===== config.mk =====
export PLATFORM = sky130hd
export DESIGN_NAME = sfq_threshold_gate
export DESIGN_NICKNAME = d
export VERILOG_FILES = /design/src/rtl/sfq_pkg.sv /design/src/rtl/sfq_pulse_detect.sv /design/src/rtl/sfq_threshold_gate.sv
export SDC_FILE = /design/constraint.sdc
export NUM_CORES = 1
export LEC_CHECK = 0
export CAP_MARGIN = 5
export CELL_PAD_IN_SITES_DETAIL_PLACEMENT = 1
export CELL_PAD_IN_SITES_GLOBAL_PLACEMENT = 1
export CORE_ASPECT_RATIO = 1.4
export CORE_MARGIN = 2
export CORE_UTILIZATION = 38
export DETAILED_ROUTE_END_ITERATION = 7
export HOLD_SLACK_MARGIN = 0.1
export PLACE_DENSITY = 0.77
export SYNTH_ARGS = -nofsm -noshare
export SYNTH_HDL_FRONTEND = slang
export SYNTH_SLANG_ARGS = --single-unit

===== constraint.sdc =====
create_clock -name clk -period 1.5 [get_ports clk]
set_clock_uncertainty 0.1 [all_clocks]
set_input_delay 0.225 -clock clk [delete_from_list [all_inputs] [get_ports clk]]
set_output_delay 0.225 -clock clk [all_outputs]
set_load 0.03 [all_outputs]

===== src/rtl/sfq_pkg.sv =====
// Shared types and helpers for the clocked M-of-N SFQ threshold gate model.
package sfq_pkg;

   typedef enum logic [1:0] {
      ST_IDLE    = 2'd0,
      ST_PARTIAL = 2'd1,
      ST_ERROR   = 2'd2
   } sfq_state_t;

   typedef enum logic [1:0] {
      ERR_NONE     = 2'd0,
      ERR_DUP      = 2'd1,
      ERR_HOLD_IN  = 2'd2,
      ERR_HOLD_CLK = 2'd3
   } sfq_err_t;

   // Widest arrival mask the popcount helper accepts.
   localparam int POPCOUNT_MAX_W = 32;

   function automatic int popcount(input logic [POPCOUNT_MAX_W-1:0] v);
      int n;
      n = 0;
      for (int i = 0; i < POPCOUNT_MAX_W; i++) begin
         if (v[i]) n++;
      end
      return n;
   endfunction

endpackage


===== src/rtl/sfq_pulse_detect.sv =====
// Toggle-to-pulse converter: any level change on a line is one pulse.
// The first clock after reset release only loads the line history, so
// lines already sitting high at release do not count as pulses.
module sfq_pulse_detect #(
   parameter int W = 1
) (
   input  logic         clk,
   input  logic         rst_n,
   input  logic [W-1:0] tgl,
   output logic [W-1:0] pulse
);

   logic [W-1:0] tgl_q;
   logic         primed_q;

   // Remember last line levels and leave the prime cycle after one clock
   always_ff @(posedge clk or negedge rst_n) begin
      if (!rst_n) begin
         tgl_q    <= '0;
         primed_q <= 1'b0;
      end else begin
         tgl_q    <= tgl;
         primed_q <= 1'b1;
      end
   end

   assign pulse = primed_q ? (tgl ^ tgl_q) : '0;

endmodule


===== src/rtl/sfq_threshold_gate.sv =====
// Clocked M-of-N SFQ threshold gate, cycle-based model.
// Collects input arrivals per gate-clock window, fires the output
// OUT_DELAY cycles after a gate-clock pulse when THRESH inputs arrived,
// and flags duplicate arrivals. Define SFQ_HOLD_CHECK_EN to add hold
// spacing checks between input and gate-clock pulses.
module sfq_threshold_gate
   import sfq_pkg::*;
#(
   parameter int N_IN      = 2,
   parameter int THRESH    = 2,
   parameter int OUT_DELAY = 3,
   parameter int HOLD_CYC  = 2,
   parameter int CNT_W     = 16
) (
   input  logic             clk,
   input  logic             rst_n,
   input  logic [N_IN-1:0]  in_tgl,
   input  logic             sfq_clk_tgl,
   input  logic             clr_err,
   output logic             out_tgl,
   output logic [N_IN-1:0]  arr_mask,
   output logic             err,
   output logic [1:0]       err_code,
   output logic [CNT_W-1:0] fire_cnt,
   output logic             hold_viol
);

   logic [N_IN-1:0]      in_pulse;
   logic                 clk_pulse;

   sfq_state_t           state_q, state_d;
   sfq_err_t             code_q, code_d, new_err;
   logic [N_IN-1:0]      arr_q, arr_d, base_mask, win_mask;
   logic [OUT_DELAY-1:0] pipe_q, pipe_d, pipe_base;
   logic                 out_q, out_d;
   logic [CNT_W-1:0]     cnt_q, cnt_d;
   logic                 hviol_q, hviol_d;
   logic                 active, fire, dup, hold_in, hold_clk;

   sfq_pulse_detect #(.W(N_IN)) u_in_detect (
      .clk   (clk),
      .rst_n (rst_n),
      .tgl   (in_tgl),
      .pulse (in_pulse)
   );

   sfq_pulse_detect #(.W(1)) u_clk_detect (
      .clk   (clk),
      .rst_n (rst_n),
      .tgl   (sfq_clk_tgl),
      .pulse (clk_pulse)
   );

`ifdef SFQ_HOLD_CHECK_EN
   localparam int HOLD_W = $clog2(HOLD_CYC + 1) + 1;
   localparam logic [HOLD_W-1:0] HOLD_LIM = HOLD_W'(HOLD_CYC);

   logic [HOLD_W-1:0] since_clk_q, since_in_q;

   // Saturating distances since the last gate-clock and last input pulse
   always_ff @(posedge clk or negedge rst_n) begin
      if (!rst_n) begin
         since_clk_q <= HOLD_LIM;
         since_in_q  <= HOLD_LIM;
      end else begin
         if (clk_pulse)
            since_clk_q <= HOLD_W'(1);
         else if (since_clk_q < HOLD_LIM)
            since_clk_q <= since_clk_q + HOLD_W'(1);
         if (|in_pulse)
            since_in_q <= HOLD_W'(1);
         else if (since_in_q < HOLD_LIM)
            since_in_q <= since_in_q + HOLD_W'(1);
      end
   end

   // A same-cycle pair is distance zero and always violates
   assign hold_in  = (|in_pulse) && (clk_pulse || (since_clk_q < HOLD_LIM));
   assign hold_clk = clk_pulse && ((|in_pulse) || (since_in_q < HOLD_LIM));
`else
   assign hold_in  = 1'b0;
   assign hold_clk = 1'b0;
`endif

   // Window bookkeeping, evaluation, delay pipeline and error handling
   always_comb begin
      active    = (state_q != ST_ERROR) || clr_err;
      base_mask = (state_q == ST_ERROR) ? '0 : arr_q;
      pipe_base = (state_q == ST_ERROR) ? '0 : pipe_q;
      fire      = clk_pulse && (popcount(32'(base_mask)) >= THRESH);
      win_mask  = clk_pulse ? '0 : base_mask;
      dup       = |(in_pulse & win_mask);

      new_err = ERR_NONE;
      if (dup)
         new_err = ERR_DUP;
      else if (hold_in)
         new_err = ERR_HOLD_IN;
      else if (hold_clk)
         new_err = ERR_HOLD_CLK;

      state_d = state_q;
      code_d  = code_q;
      arr_d   = arr_q;
      pipe_d  = pipe_q;
      out_d   = out_q;
      cnt_d   = cnt_q;
      hviol_d = 1'b0;

      if (active) begin
         arr_d     = win_mask | in_pulse;
         pipe_d    = pipe_base << 1;
         pipe_d[0] = fire;
         if (pipe_base[OUT_DELAY-1]) begin
            out_d = ~out_q;
            cnt_d = cnt_q + CNT_W'(1);
         end
         hviol_d = hold_in || hold_clk;
         if (new_err != ERR_NONE) begin
            state_d = ST_ERROR;
            code_d  = new_err;
         end else begin
            state_d = (arr_d == '0) ? ST_IDLE : ST_PARTIAL;
            code_d  = ERR_NONE;
         end
      end else begin
         arr_d  = '0;
         pipe_d = '0;
      end
   end

   // State and datapath registers
   always_ff @(posedge clk or negedge rst_n) begin
      if (!rst_n) begin
         state_q <= ST_IDLE;
         code_q  <= ERR_NONE;
         arr_q   <= '0;
         pipe_q  <= '0;
         out_q   <= 1'b0;
         cnt_q   <= '0;
         hviol_q <= 1'b0;
      end else begin
         state_q <= state_d;
         code_q  <= code_d;
         arr_q   <= arr_d;
         pipe_q  <= pipe_d;
         out_q   <= out_d;
         cnt_q   <= cnt_d;
         hviol_q <= hviol_d;
      end
   end

   assign out_tgl   = out_q;
   assign arr_mask  = arr_q;
   assign err       = (state_q == ST_ERROR);
   assign err_code  = code_q;
   assign fire_cnt  = cnt_q;
   assign hold_viol = hviol_q;

endmodule


==> results of run 1 <==
## cell usage after synthesis
library cell  number  area (um2)
nor2_1             9        33.8
mux2_2             1        11.3
nand3_4            2        35.0
and4_4             1        11.3
nor3_2             1        10.0
and2_1             4        25.0
nor3_1             4        20.0
o211ai_1           1        7.51
o221ai_1           1        8.76
nand4_1            3        18.8
buf_2              1        5.00
and3_2             1        7.51
xnor2_1            8        70.1
ha_1               1        12.5
a32oi_1            1        8.76
inv_1              5        18.8
and4_1             1        8.76
nand3_1            5        25.0
nor4_4             1        21.3
a21oi_1            1        5.00
nand2b_1           2        12.5
xor2_1            11        96.3
conb_1             2        7.51
dfrtp_1           28         701
nand2_1            6        22.5
buf_4              3        22.5
## report_power, final
| part | leakage [nW] | switching, mW | internal [mW] |
|---|---|---|---|
| logic | 0.508 | 0.337 | 0.235 |
| registers | 0.360 | 0.0840 | 0.858 |
| clock network | 0.0288 | 0.223 | 0.234 |
| total | 0.897 | 0.643 | 1.33 |
## how the worst max path moves through the flow
stage	slack [ps]	from	endpoint
floorplan	7	fire_cnt[1]$_DFFE_PN0P_	fire_cnt[10]$_DFFE_PN0P_
global placement	-30	sfq_clk_tgl	state_q[0]$_DFFE_PN0N_
detailed placement	-110	sfq_clk_tgl	state_q[0]$_DFFE_PN0N_
CTS	5	fire_cnt[4]$_DFFE_PN0P_	fire_cnt[13]$_DFFE_PN0P_
global route	-30	state_q[1]$_DFFE_PN0N_	fire_cnt[13]$_DFFE_PN0P_
finish	30	state_q[1]$_DFFE_PN0N_	fire_cnt[11]$_DFFE_PN0P_
## per-stage QoR
stage / power [mW] / TNS, ps / area (um2) / hold slack, ps / util
after floorplan: 1.28 / 0 / 1230 / -171 / -
final: 1.97 / 0 / 1720 / 240 / 0.556
after CTS: 1.95 / 0 / 1630 / 247 / 0.526
after global routing: 2.08 / -38.9 / 1720 / 270 / 0.556
after detailed placement: 1.53 / -235 / 1570 / 349 / 0.509
after global placement: 1.50 / -28.0 / 1570 / 335 / 0.509
## routing by layer
layer / vias up / global-route usage / part of all wire
met4: 0 / 0.0351 / 0.0054
met5: - / 0 / 0
met2: 22 / 0.311 / 0.59
met3: 2 / 0.0188 / 0.029
met1: 461 / 0.172 / 0.37
li1: 428 / - / -
## state kept, by name, summed over array words and instances (netlist names)
register and count:
pipe_q 3, u_clk_detect.primed_q 1, fire_cnt 16, arr_mask 2
state_q 2, out_tgl 1, u_in_detect.tgl_q 2, u_clk_detect.tgl_q 1
## cell type report
type	count	area [um2]	area share
Sequential cell	28	706	0.410
Inverter	5	18.8	0.0109
Timing Repair Buffer	44	383	0.223
Tap cell	39	48.8	0.0284
Multi-Input combinational cell	68	509	0.296
Clock buffer	4	55.1	0.0320
## worst max-delay path: cells and delay by family, from the launching register on
kind,cells,cell delay [ps]
flops,1,430
simple gates,3,390
buf+inv,2,290
xor+xnor,1,180
## kinds of logic after synthesis
logic type | count (synthesis) | synth area share
AO/OA/AOI/OAI | 4 | 0.0245
XOR/XNOR | 19 | 0.136
adder cells (fa/ha/maj) | 1 | 0.0102
buffers and inverters | 9 | 0.0378
flip-flops | 28 | 0.571
multiplexers | 1 | 0.00918
other | 2 | 0.00612
AND/OR/NAND/NOR | 40 | 0.205
## what timing repair did
| action | CTS | global route |
|---|---|---|
| resized for setup | 23 | 7 |
| pin swaps | 0 | 3 |
| endpoints found under the setup margin | 25 | 5 |
| buffers inserted | 1 | 9 |
| hold endpoints to repair | 0 | 0 |
==> metrics.txt, run 1 <==
max incr delay on CP=430 ps; DPL Wire Length=1970 um; Mapped Cells=104; CP required=1590 ps; commonest cells after routing, fill and taps aside=24 x dfrtp_1, 20 x dlygate4sd2_1, 16 x buf_4; initial DRC count=11; number of global-route vias before repair=997; Final Setup Violations=0; CP cell instances=nand2b_4, buf_8, nand3_4, buf_4, nor3_1, xor2_1; fin crit share=0.981; Die ar.=0.00370 mm2; hold_buf cts=0; leading cell type in the layout, fill and taps excluded=dfrtp_1; gr usage total=0.158; initial antenna violation count=0; Avg Cell Area, Syn=11.8 um2; H-tree Lvls=1; CTS root buf=clkbuf_8; Skew-Pair Late Insertion Delay=270 ps; I/O Buffers=26; pin count of the biggest net entering global routing=29; layout cells sized above 1=0.262; worst reg-to-reg path cell count=6; Ports=29; fillers=346; sequential area share after synthesis=0.571; NumNets Final=157; initial core utilization=0.396; CTS tree=done; Finished Layout Cells=188; area of the mapped netlist=0.00123 mm2; VDD IR max=0.755 mV; Final Hold Fails=0; DRT antenna net count=0; global-route wire length before repair=4460 um; arrival time worst endpoint=1560 ps; num rows=24; reg2reg end=fire_cnt[11]$_DFFE_PN0P_; R2R setup slack=30 ps; Reg2Reg Launch Point=state_q[1]$_DFFE_PN0N_; Layout area overhead=40.3%; Final Max Tran Viols=0; P_leak=0.897 nW; die height=71.2 um; ant diodes=0; post-layout min period=1470 ps; drt drc=0; Reg clk slew, reported paths=90 ps; crit path max-delay cell type=dfrtp_1; MaxCap Viol Count=0; via count=913; Chip Width=52.0 um; Ys Warns=0; RSZ-0062 raised after global routing=true; dpl ws=-106 ps; placed instance count=174; Sink Count=28; worst-path fanout max=11; DR pass1 iterations=3; CTS Buf Count=3; Final Routed Wirelength=2800 um; fmax=680 MHz; Yosys reg bits=28; PwrDens=1150 mW/mm2; outcome=completed; routability cong.=0.643; final setup margin=28.8 ps; CP endpoint kind=flip-flop; clock buffer depth=2; Hold Path Class=primary input to asynchronous set/reset pin; Core Area=0.00309 mm2; Congestion Overflow GR=0; wire length per cell=14.9 um; Via density=4.86; crit start category=flip-flop; critical path type=flip-flop to flip-flop; count of different cell masters after synthesis=26
Note: power is estimated with default switching activity, not from simulation.
==> run 2, diff against run 1 <==
--- a/config.mk
+++ b/config.mk
@@ -8,7 +8,7 @@
 export CAP_MARGIN = 5
 export CELL_PAD_IN_SITES_DETAIL_PLACEMENT = 1
 export CELL_PAD_IN_SITES_GLOBAL_PLACEMENT = 1
-export CORE_ASPECT_RATIO = 1.4
+export CORE_ASPECT_RATIO = 0.9
 export CORE_MARGIN = 2
 export CORE_UTILIZATION = 38
 export DETAILED_ROUTE_END_ITERATION = 7
==> constraint.sdc (replaced) <==
create_clock -name clk -period 1.5 [get_ports clk]
set_clock_uncertainty 0.1 [all_clocks]
set_input_delay 0.375 -clock clk [delete_from_list [all_inputs] [get_ports clk]]
set_output_delay 0.375 -clock clk [all_outputs]
set_load 0.03 [all_outputs]
==> metrics.txt, run 2 (same netlist as run 1, synthesis figures left out) <==
DPL Wire Length=1870 um (-4.9%); CP required=1020 ps (-570 ps); worst reg-to-reg path cell count=4 (-2); failing checks=setup timing; CTS tree=done; VDD IR max=0.817 mV (+8.2%); R2R setup slack=10 ps (-20 ps); Final Instance Area=0.00173 mm2 (+0.51%); register area=708 um2 (+0.35%); commonest cells after routing, fill and taps aside=30 x buf_4, 22 x dfrtp_1, 11 x xor2_1; global-route wire length before repair=4260 um (-4.3%); Hold Path Class=primary input to asynchronous set/reset pin; CTS root buf=clkbuf_4; num rows=19 (-21%); RSZ-0062 raised after global routing=true; number of global-route vias before repair=921 (-7.6%); pin count of the biggest net entering global routing=29 (unchanged); Via density=4.80 (-1.2%); placed instance count=175 (+0.57%); dpl ws=-254 ps (-148 ps); clock buffer depth=2 (unchanged); PwrDens=1120 mW/mm2 (-2.5%); Layout area overhead=41.0%; DR pass1 iterations=4 (+1); post-layout min period=1600 ps (+127 ps); Final Hold Fails=0 (unchanged); reg2reg end=fire_cnt[13]$_DFFE_PN0P_; I/O Buffers=26 (unchanged); Core Area=0.00307 mm2 (-0.85%); Final Max Tran Viols=0 (unchanged); fin crit share=1.07 (+0.0845); initial antenna violation count=0 (unchanged); Skew-Pair Late Insertion Delay=330 ps (+60 ps); critical path type=flip-flop to output pin; wire length per cell=14.1 um (-5.2%); NumNets Final=155 (-1.3%); area occupied by multi-input gates=548 um2 (+7.6%); routability cong.=0.723 (+12%); Hold Worst Slack=277 ps (+37.3 ps); Final Power=1.93 mW (-2.0%); Die ar.=0.00370 mm2 (-0.16%); via count=907 (-0.66%); gr usage total=0.153 (-0.00531); Reg2Reg Launch Point=fire_cnt[4]$_DFFE_PN0P_; Final Routed Wirelength=2670 um (-4.7%); arrival time worst endpoint=1120 ps (-440 ps); Pint=1.29 mW (-3.0%); Psw=0.644 mW (about the same); CTS Buf Count=3 (unchanged); ant diodes=0 (unchanged); Fin Setup TNS=-110 ps (-110 ps); Congestion Overflow GR=0 (unchanged); Sequential Power Share=0.491 (+0.013); grt met1 use=0.173 (+0.000806); Sink Count=28 (unchanged); dpl cell area=0.00153 mm2 (-3.1%); outcome=complete, but fails checks; Core Util, Final=0.564 (+0.00762); crit start category=flip-flop; MaxCap Viol Count=0 (unchanged); combinational share of power=0.322 (+0.032); DRT antenna net count=0 (unchanged); initial core utilization=0.400 (+0.00340); drt drc=0 (unchanged); P_leak=0.874 nW (-2.5%); Clk pwr share=0.187 (-0.045); Chip Width=63.9 um (+23%); Ports=29 (unchanged); final setup margin=-97.9 ps (-127 ps); die height=57.9 um (-19%); busiest grt layer=met2; met3 Track Usage GR=0.0524 (+0.0337); Final Setup Violations=2 (+2); Finished Layout Cells=189 (+0.53%); fillers=325 (-6.1%); H-tree Lvls=1 (unchanged); layout cells sized above 1=0.435 (+0.174); Reg clk slew, reported paths=140 ps (+50 ps); initial DRC count=24 (+13); max reg flops=16 (unchanged); leading cell type in the layout, fill and taps excluded=buf_4; switch share=0.333 (+0.00679); fmax=626 MHz (-7.9%); met2 GRT Util=0.284 (-0.0266); worst-path fanout max=2 (-9); CP endpoint kind=output pin
-- run 2: changes by cell type in the layout (fill, tap and decap cells not counted), moves of 2 or more --
cell           before  now
dlygate4sd2_1      20    0
buf_4              16   30
buf_6               2    6
clkbuf_4            0    3
clkbuf_8            4    1
dfrtp_1            24   22
dfrtp_2             4    6
nor2_1              9    7
nor3_1              2    0
nor3_4              1    3
-- run 2: repair_timing --
item	in CTS	in global routing
resized for setup	6	17
pin swaps	0	9
setup endpoints to repair	3	17
buffers inserted	2	9
hold buffers	0	0
-- run 2: power by group through the flow --
stage          sequential (mW)  clock (mW)  combinational (mW)
2_1_floorplan             1.08           0               0.200
3_5_place_dp             0.949           0               0.571
3_3_place_gp             0.943           0               0.558
4_1_cts                  0.954       0.376               0.580
5_1_grt                  0.967       0.409               0.668
6_report                 0.949       0.361               0.622
-- run 2: worst max path at each step --
stage / start / to / slack (ps) / cells after the start
2_1_floorplan: fire_cnt[1]$_DFFE_PN0P_ / fire_cnt[10]$_DFFE_PN0P_ / 7 / 4
6_report: state_q[0]$_DFFE_PN0N_ / err / -100 / 4
3_3_place_gp: sfq_clk_tgl / state_q[0]$_DFFE_PN0N_ / -180 / 5
5_1_grt: state_q[0]$_DFFE_PN0N_ / err / -170 / 4
3_5_place_dp: sfq_clk_tgl / state_q[0]$_DFFE_PN0N_ / -250 / 5
4_1_cts: state_q[0]$_DFFE_PN0N_ / err / -110 / 4
-- run 2: layout make-up --
type / count / share of cell area
multi-input cells: 68 / 0.317
clock buffers: 4 / 0.0210
well taps: 42 / 0.0304
flip-flops and latches: 28 / 0.410
repair buffers: 42 / 0.210
inverters: 5 / 0.0123
-- run 2: worst max-delay path, stage by stage, from the launching register on --
cell and delay [ps]:
dfrtp_1 390, nand2b_4 140, buf_6 120, inv_4 40, buf_6 110
-- run 2: layer usage --
metal  vias up  part of all wire
li1        421                 -
met1       459              0.39
met2        25              0.55
met3         2             0.054
met4         0            0.0026
met5         -                 0
==> run 3, diff against run 2 <==
--- a/config.mk
+++ b/config.mk
@@ -16,4 +16,5 @@
 export PLACE_DENSITY = 0.77
 export SYNTH_ARGS = -nofsm -noshare
 export SYNTH_HDL_FRONTEND = slang
+export SYNTH_HIERARCHICAL = 1
 export SYNTH_SLANG_ARGS = --single-unit
==> metrics.txt, run 3 <==
outcome=complete, but fails checks; failing checks=setup timing; CP endpoint kind=flip-flop; combinational share of power=0.322 (about the same); die height=57.7 um (-0.34%); number of global-route vias before repair=935 (+1.5%); crit path launch=state_q[1]$_DFFE_PN0N_; VDD IR max=0.585 mV (-28%); routability cong.=0.787 (+8.8%); clock buffer depth=2 (unchanged); commonest cells after routing, fill and taps aside=31 x buf_4, 23 x dfrtp_1, 15 x xnor2_1; max reg flops=16 (unchanged); sequential area share after synthesis=0.596 (+0.0247); H-tree Lvls=2 (+1); Ports=29 (unchanged); Skew-Pair Late Insertion Delay=320 ps (about the same); Via density=4.69 (-2.4%); final setup margin=-24.7 ps (+73.2 ps); initial core utilization=0.397 (-0.00286); synth top area cells=dfrtp_1 60%, xnor2_1 11%, nand3_1 2.9%; Die ar.=0.00367 mm2 (-0.66%); DRT antenna net count=0 (unchanged); num rows=19 (unchanged); via count=909 (+0.22%); most common cell in the netlist=dfrtp_1; CTS tree=done; EDFF count, synth=0 (unchanged); Final Routed Wirelength=2560 um (-4.1%); DPL Wire Length=1830 um (-2.1%); critical path type=flip-flop to flip-flop; CTS Buf Count=5 (+2); Sequential Power Share=0.474 (-0.017); Layout area overhead=42.4%; placed instance count=178 (+1.7%); Sink Count=29 (+3.6%); wire length per cell=13.2 um (-6.6%); dpl cell area=0.00157 mm2 (+2.6%); top_reg_cell synth=dfrtp_1; Fin Setup TNS=-38.1 ps (+72.1 ps); CTS root buf=clkbuf_4; share of the synthesized area in the top cell type=0.596 (+0.0247); post-layout min period=1520 ps (-73.2 ps); I/O Buffers=26 (unchanged); pin count of the biggest net entering global routing=30 (+3.4%); area of the mapped netlist=0.00122 mm2 (-0.71%); P_leak=0.839 nW (-4.0%); Mapped Cells=100 (-3.8%); Chip Width=63.7 um (-0.33%); Yosys reg bits=29 (+3.6%); Final Instance Area=0.00173 mm2 (+0.29%); gr usage total=0.162 (+0.00920); worst-path fanout max=6 (+4); Congestion Overflow GR=0 (unchanged); area leader, netlist=dfrtp_1; global-route wire length before repair=4420 um (+3.6%); NumNets Final=158 (+1.9%); ant diodes=0 (unchanged); Reg2Reg Launch Point=state_q[1]$_DFFE_PN0N_; Core Area=0.00307 mm2 (unchanged); initial DRC count=7 (-71%); switch share=0.335 (+0.00124); hold_buf cts=0 (unchanged); busiest grt layer=met2; Hold Path Class=primary input to flip-flop; met3 Track Usage GR=0.0524 (unchanged); crit start category=flip-flop; Reg clk slew, reported paths=80 ps (-60 ps); HP Start=in_tgl[1]; Post-synth top cells=29 x dfrtp_1, 15 x xnor2_1, 8 x nand2_1, 7 x nand3_1; CP required=1600 ps (+580 ps); Psw=0.697 mW (+8.3%); leading cell type in the layout, fill and taps excluded=buf_4; arrival time worst endpoint=1620 ps (+500 ps); asr flop ratio synth=1.00 (unchanged); fin crit share=1.02 (-0.0488); fmax=656 MHz (+4.8%); Final Max Tran Viols=0 (unchanged); Pint=1.39 mW (+7.7%); Finished Layout Cells=194 (+2.6%); dpl ws=-350 ps (-96.0 ps); MaxCap Viol Count=0 (unchanged); met2 GRT Util=0.289 (+0.00450); Avg Cell Area, Syn=12.2 um2 (+3.3%); layout cells sized above 1=0.401 (-0.0341); Final Setup Violations=2 (unchanged); PwrDens=1200 mW/mm2 (+7.6%); count of different cell masters after synthesis=23 (-12%); DR pass1 iterations=2 (-2); RSZ-0062 raised after global routing=true; Ys Warns=6 (+6); Final Hold Fails=0 (unchanged); initial antenna violation count=0 (unchanged); drt drc=0 (unchanged); grt met1 use=0.180 (+0.00728); Clk pwr share=0.204 (+0.017)
==> run 3: cell types whose count changed in the layout (fill, tap and decap cells not counted), sizes merged, moves of 4 or more <==
cell / before / now
nor2: 9 / 5
clkbuf: 4 / 8
xor2: 11 / 4
inv: 5 / 1
nor3: 5 / 1
buf: 37 / 42
xnor2: 8 / 15
==> run 3: power groups by stage <==
stage	registers [mW]	logic, mW	clock network, mW
floorplan	1.13	0.221	0
global placement	0.991	0.582	0
detailed placement	0.999	0.593	0
CTS	0.988	0.641	0.451
global route	1.00	0.723	0.497
finish	0.987	0.671	0.426
==> run 3: timing repair <==
item | in CTS | in global routing
setup endpoints to repair | 6 | 13
hold endpoints to repair | 0 | 0
setup buffers | 3 | 6
gates resized for setup | 11 | 6
pin swaps | 4 | 4
==> run 3: metrics by stage <==
step	utilization	power, mW	hold slack [ps]
detailed placement	0.510	1.59	344
CTS	0.546	2.08	304
floorplan	-	1.35	-20.6
finish	0.565	2.08	131
global route	0.565	2.23	124
global placement	0.510	1.57	330
==> run 3: worst paths after layout <==
check / to / slack [ps] / cells after the start
setup / recovery: fire_cnt[6]$_DFFE_PN0P_ / -20 / 6
hold / removal: u_in_detect/tgl_q[1]$_DFF_PN0_ / 130 / 1
setup reg to reg: fire_cnt[6]$_DFFE_PN0P_ / -20 / 6
hold reg to reg: pipe_q[2]$_DFF_PN0_ / 370 / 1
max in group asynchronous: fire_cnt[3]$_DFFE_PN0P_ / 810 / 2
min in group asynchronous: fire_cnt[8]$_DFFE_PN0P_ / 310 / 2
==> run 3: per-layer routing <==
metal | share of wire | wire length, um
met5 | 0 | 0
met4 | 0.015 | 38
met2 | 0.53 | 1360
met1 | 0.40 | 1030
met3 | 0.050 | 129
==> run 3: layout make-up <==
type	count	area, um2
Tap cell	42	52.6
Inverter	1	8.76
Clock buffer	8	48.8
Sequential cell	29	733
Fill cell	331	1330
Timing Repair Buffer	47	418
Multi-Input combinational cell	67	473
==> run 3: worst max-delay path, cell delays in order (launching register included) <==
cell	delay (ps)
dfrtp_1	420
nand2b_4	110
inv_6	50
buf_6	110
nor3b_4	310
nand4_1	170
xnor2_1	160
==> run 3: cell families after synthesis <==
logic type      after synthesis  synth area share
compound gates                6            0.0298
xor+xnor                     19             0.137
fa+ha+maj                     1            0.0103
buf+inv                       5            0.0349
flops                        29             0.596
mux                           1           0.00925
other cells                   3           0.00925
simple gates                 36             0.174
==> patch 1 (config.mk and constraints of run 3) <==
Build with the macro `SFQ_HOLD_CHECK_EN` defined.
--- a/src/rtl/sfq_threshold_gate.sv
+++ b/src/rtl/sfq_threshold_gate.sv
@@ -3,6 +3,8 @@
 // OUT_DELAY cycles after a gate-clock pulse when THRESH inputs arrived,
 // and flags duplicate arrivals. Define SFQ_HOLD_CHECK_EN to add hold
 // spacing checks between input and gate-clock pulses.
+`define SFQ_HOLD_CHECK_EN
+
 module sfq_threshold_gate
    import sfq_pkg::*;
 #(
Check against the original RTL: not equivalent (Yosys sat finds a counterexample within 4 cycles, from zero or initial values and one cycle with rst_n low).
==> patch 1 against run 3 <==
- worst setup slack worse by 35 ps
- the run still ends with setup timing left
- core utilization is 0.58 points lower
- area after synthesis is 30% higher
- power is 65% higher
- critical path depth is 1 lower
- critical path type unchanged
- largest power group unchanged
- sequential power is 47% higher
- global-route usage is 0.48 points higher
- sequential cell count is 9 higher
- largest cell class unchanged
- routed wire length is 47% higher
- final area is 31% higher
- non-clock buffer count is 4 higher
- sequential share of layout area is 0.26 points higher
==> patch 1: results (changes against run 3) <==
[run_status]
status = complete, but fails checks
violations = setup timing

[synth]
synthCells = 136  ; +36%
ys_top_cells_by_area = dfrtp_1, xnor2_1, dfstp_2
netlist_top_cells_count = dfrtp_1, xnor2_1, nor2_1
synth-seq-area-share_pct = 60.2  ; +0.58 points

[timing]
postLayoutSetupSlackWorst_ps = -59.4  ; -34.7 ps
setup_viol = 5  ; +3

[placement]
gp_congestion = 0.844  ; +7.3%
dpl.hpwl_um = 2440  ; +33%
port_buffers = 28  ; +7.7%
dp_cells = 223  ; +25%

[drt]
first_iter_violations = 61  ; +54
first_pass_iters = 4  ; +2
routed_wl_um = 3750  ; +47%
drt-vias-per-instance = 5.12  ; +9.3%

[cts]
root_buffer = clkbuf_8
clk_path_buf_depth = 2  ; unchanged
worstSkewPairLatency_ps = 290  ; -30 ps

[final_layout]
final_net_count = 201  ; +27%
fill_cells = 419  ; +27%
layout-drive-gt1-share_pct = 42.5  ; +2.4 points

[grt]
grt_use_total_pct = 16.7  ; +0.48 points
grt_pass1_wl_um = 5800  ; +31%
grt_pass1_vias = 1279  ; +37%

[worst_setup_path]
path_max_fanout = 4  ; -2
critPathMaxStageDelay_ps = 370  ; -50 ps

[pwr]
p_leak_uw = 0.00106  ; +26%

patch 1: timing repair:
item	in CTS	in global routing
setup endpoints to repair	9	18
pin swaps	8	12
hold buffers	0	0
buffers inserted	7	3
hold endpoints to repair	0	0
resized for setup	15	14
patch 1: layer usage:
layer / up-vias / routed length [µm] / track usage (%)
li1: 571 / - / -
met1: 631 / 1460 / 18.6
met2: 24 / 2100 / 30.4
met3: 8 / 141 / 4.14
met4: 0 / 53 / 6.37
met5: - / 0 / 0
patch 1: final cells by class:
| cell class | instances | area (µm²) | share of cell area [%] |
|---|---|---|---|
| inverters | 4 | 17.5 | 0.773 |
| repair buffers | 51 | 439 | 19.4 |
| clock buffers | 7 | 86.3 | 3.81 |
| well taps | 48 | 60.1 | 2.65 |
| flip-flops and latches | 38 | 963 | 42.5 |
| clock inverters | 1 | 5.00 | 0.221 |
| multi-input cells | 92 | 693 | 30.6 |
patch 1: cells by family after synthesis:
kind of cell / Yosys count / share of synthesized area (%)
and+or+nand+nor: 53 / 18.6
DFF: 38 / 60.2
xor gates and xnor gates: 20 / 11.1
AOI/OAI and AO/OA: 13 / 4.90
buffers and inverters: 6 / 1.66
adders and majority gates: 3 / 2.37
other: 2 / 0.474
muxes: 1 / 0.711
patch 1: power breakdown:
part           total [µW]  internal (µW)  switching [µW]
Sequential           1450           1250             194
Clock                 721            371             350
Combinational        1270            592             682
patch 1: metrics by stage:
| step | setup TNS [ps] | setup slack, ps | cell area [µm²] | util (%) |
|---|---|---|---|---|
| floorplan | -75.3 | -22.2 | 1600 | - |
| global placement | -4440 | -498 | 1980 | 49.0 |
| detailed placement | -5190 | -553 | 1980 | 49.0 |
| CTS | 0 | 5.61 | 2180 | 53.9 |
| global route | -545 | -126 | 2260 | 56.0 |
| finish | -131 | -59.4 | 2260 | 56.0 |
patch 1: final timing paths:
kind	from	endpoint	slack [ps]	cells past startpoint
hold / removal	in_tgl[0]	u_in_detect/tgl_q[0]	250	1
min in group asynchronous	rst_n	fire_cnt[8]	360	2
hold reg to reg	pipe_q[0]	pipe_q[1]	360	1
setup / recovery	u_in_detect/tgl_q[0]	state_q[0]	-60	5
setup reg to reg	u_in_detect/tgl_q[0]	state_q[0]	-60	5
max in group asynchronous	rst_n	since_clk_q[1]	680	2
patch 1: worst max-delay path: cells and delay by family (launching register included):
family          cells  cell delay, ps
simple gates        2             390
xor+xnor            1             140
compound gates      1             360
flops               1             370
buf+inv             1             140
==> patch 2 (settings of run 3) <==
Without the edit above. Register the input `clr_err` before use. The logic sees it one clock later. The other inputs are not delayed to match.
--- a/src/rtl/sfq_threshold_gate.sv
+++ b/src/rtl/sfq_threshold_gate.sv
@@ -24,6 +24,12 @@
    output logic [CNT_W-1:0] fire_cnt,
    output logic             hold_viol
 );
+
+   logic clr_err_q;
+
+   always_ff @(posedge clk) begin
+      clr_err_q <= clr_err;
+   end
 
    logic [N_IN-1:0]      in_pulse;
    logic                 clk_pulse;
@@ -84,7 +90,7 @@
 
    // Window bookkeeping, evaluation, delay pipeline and error handling
    always_comb begin
-      active    = (state_q != ST_ERROR) || clr_err;
+      active    = (state_q != ST_ERROR) || clr_err_q;
       base_mask = (state_q == ST_ERROR) ? '0 : arr_q;
       pipe_base = (state_q == ST_ERROR) ? '0 : pipe_q;
       fire      = clk_pulse && (popcount(32'(base_mask)) >= THRESH);
Behaviour: not the same (Yosys sat finds a counterexample within 10 cycles, from zero or initial values and one cycle with rst_n low).
==> patch 2 against run 3 <==
- the run still ends with setup timing left
- fmax down 0.86%
- non-clock buffer count fell by 2
- via count increased by 0.44%
- worst setup slack got worse by 13 ps
- sequential cell count is 1 higher
- final area grew 3.5%
- power rose by 4.8%
- global-route usage shrank 0.28 points
- area after synthesis grew 1.6%
- routed wire length is 3.1% higher
- largest power group unchanged
==> patch 2: results (changes against run 3) <==
[timing]
max_freq_mhz = 650  ; -0.86%
setup_tns_ps = -76.2  ; -38.1 ps
postLayoutSetupSlackWorst_ps = -37.9  ; -13.2 ps
whs_ps = 287  ; +157 ps
setup_viol = 4  ; +2

[worst_setup_path]
endpoint = err
crit_start = state_q[0]
cp_top_family = flip-flops
r2r_cells = 7  ; +1
path_max_fanout = 4  ; -2

[final_layout]
stdcell_count = 193  ; -0.52%
seq_cells = 30  ; +3.4%
layout-drive-gt1-share_pct = 43.7  ; +3.6 points
buffers = 45  ; -4.3%
multi_input_area_share_pct = 28.5  ; +1.2 points
clk_share_pct = 3.35  ; +0.53 points
fill_cells = 326  ; -1.5%
clock_buffers = 7  ; -1
bufAreaShareNonClock_pct = 22.7  ; -1.4 points
final_net_count = 157  ; -0.63%
register_area_um2 = 754  ; +2.9%

[cts]
worstSkewPairLatency_ps = 340  ; +20 ps
clk_transition_reported_paths_ps = 100  ; +20 ps

[drt]
first_pass_iters = 4  ; +2
drt-vias-per-instance = 4.73  ; +0.96%
first_iter_violations = 20  ; +13
routed_wl_um = 2640  ; +3.1%

[grt]
grt_pass1_wl_um = 4330  ; -2.0%
grt_use_total_pct = 15.9  ; -0.28 points

[synth]
synth_area_per_cell_um2 = 12.3  ; +0.64%
synth_compound_area_share_pct = 2.93  ; -0.048 points
ys_top_cells_by_area = dfrtp_1, xnor2_1, nand3_1
muxShareOfSynthArea_pct = 0.910  ; -0.015 points
synthXorXnorAreaFrac_pct = 13.4  ; -0.22 points
synth-seq-area-share_pct = 60.3  ; +0.65 points
synth_fa_ha_area_share_pct = 1.01  ; -0.017 points

[placement]
gp_congestion = 0.823  ; +4.6%
dp_slack_ps = -364  ; -14.6 ps

[run_status]
violations = setup timing
status = complete, but fails checks

[min_path]
min_path_type = input pin to async pin

[pwr]
ir_drop_mv = 0.672  ; +15%

[floorplan]
die_w_um = 64.2  ; +0.76%

patch 2: per-layer routing:
metal	share of wire, %	GRT usage (%)	routed length, µm	up-vias
li1	-	-	-	427
met1	39	17.2	1030	454
met2	53	27.5	1400	25
met3	6.3	6.99	165	7
met4	1.7	6.38	44	0
met5	0	0	0	-
patch 2: worst min-delay path by stage:
stage / endpoint / cells after the start
after floorplan: arr_mask[0] / 0
after global placement: pipe_q[1] / 1
after detailed placement: pipe_q[2] / 1
after CTS: fire_cnt[7] / 2
after global routing: fire_cnt[7] / 2
final: fire_cnt[7] / 2
patch 2: power breakdown:
part | total [µW] | switching, µW | internal (µW)
registers | 1020 | 99.7 | 920
clock network | 509 | 282 | 227
logic | 654 | 367 | 287
total | 2180 | 749 | 1430
patch 2: timing repair:
action                                  4_1_cts  5_1_grt
endpoints found under the setup margin        6       16
pin swaps                                     1        5
endpoints found under the hold margin         0        2
gates resized for setup                       8       18
buffers inserted                              4        5
hold buffers                                  0        2
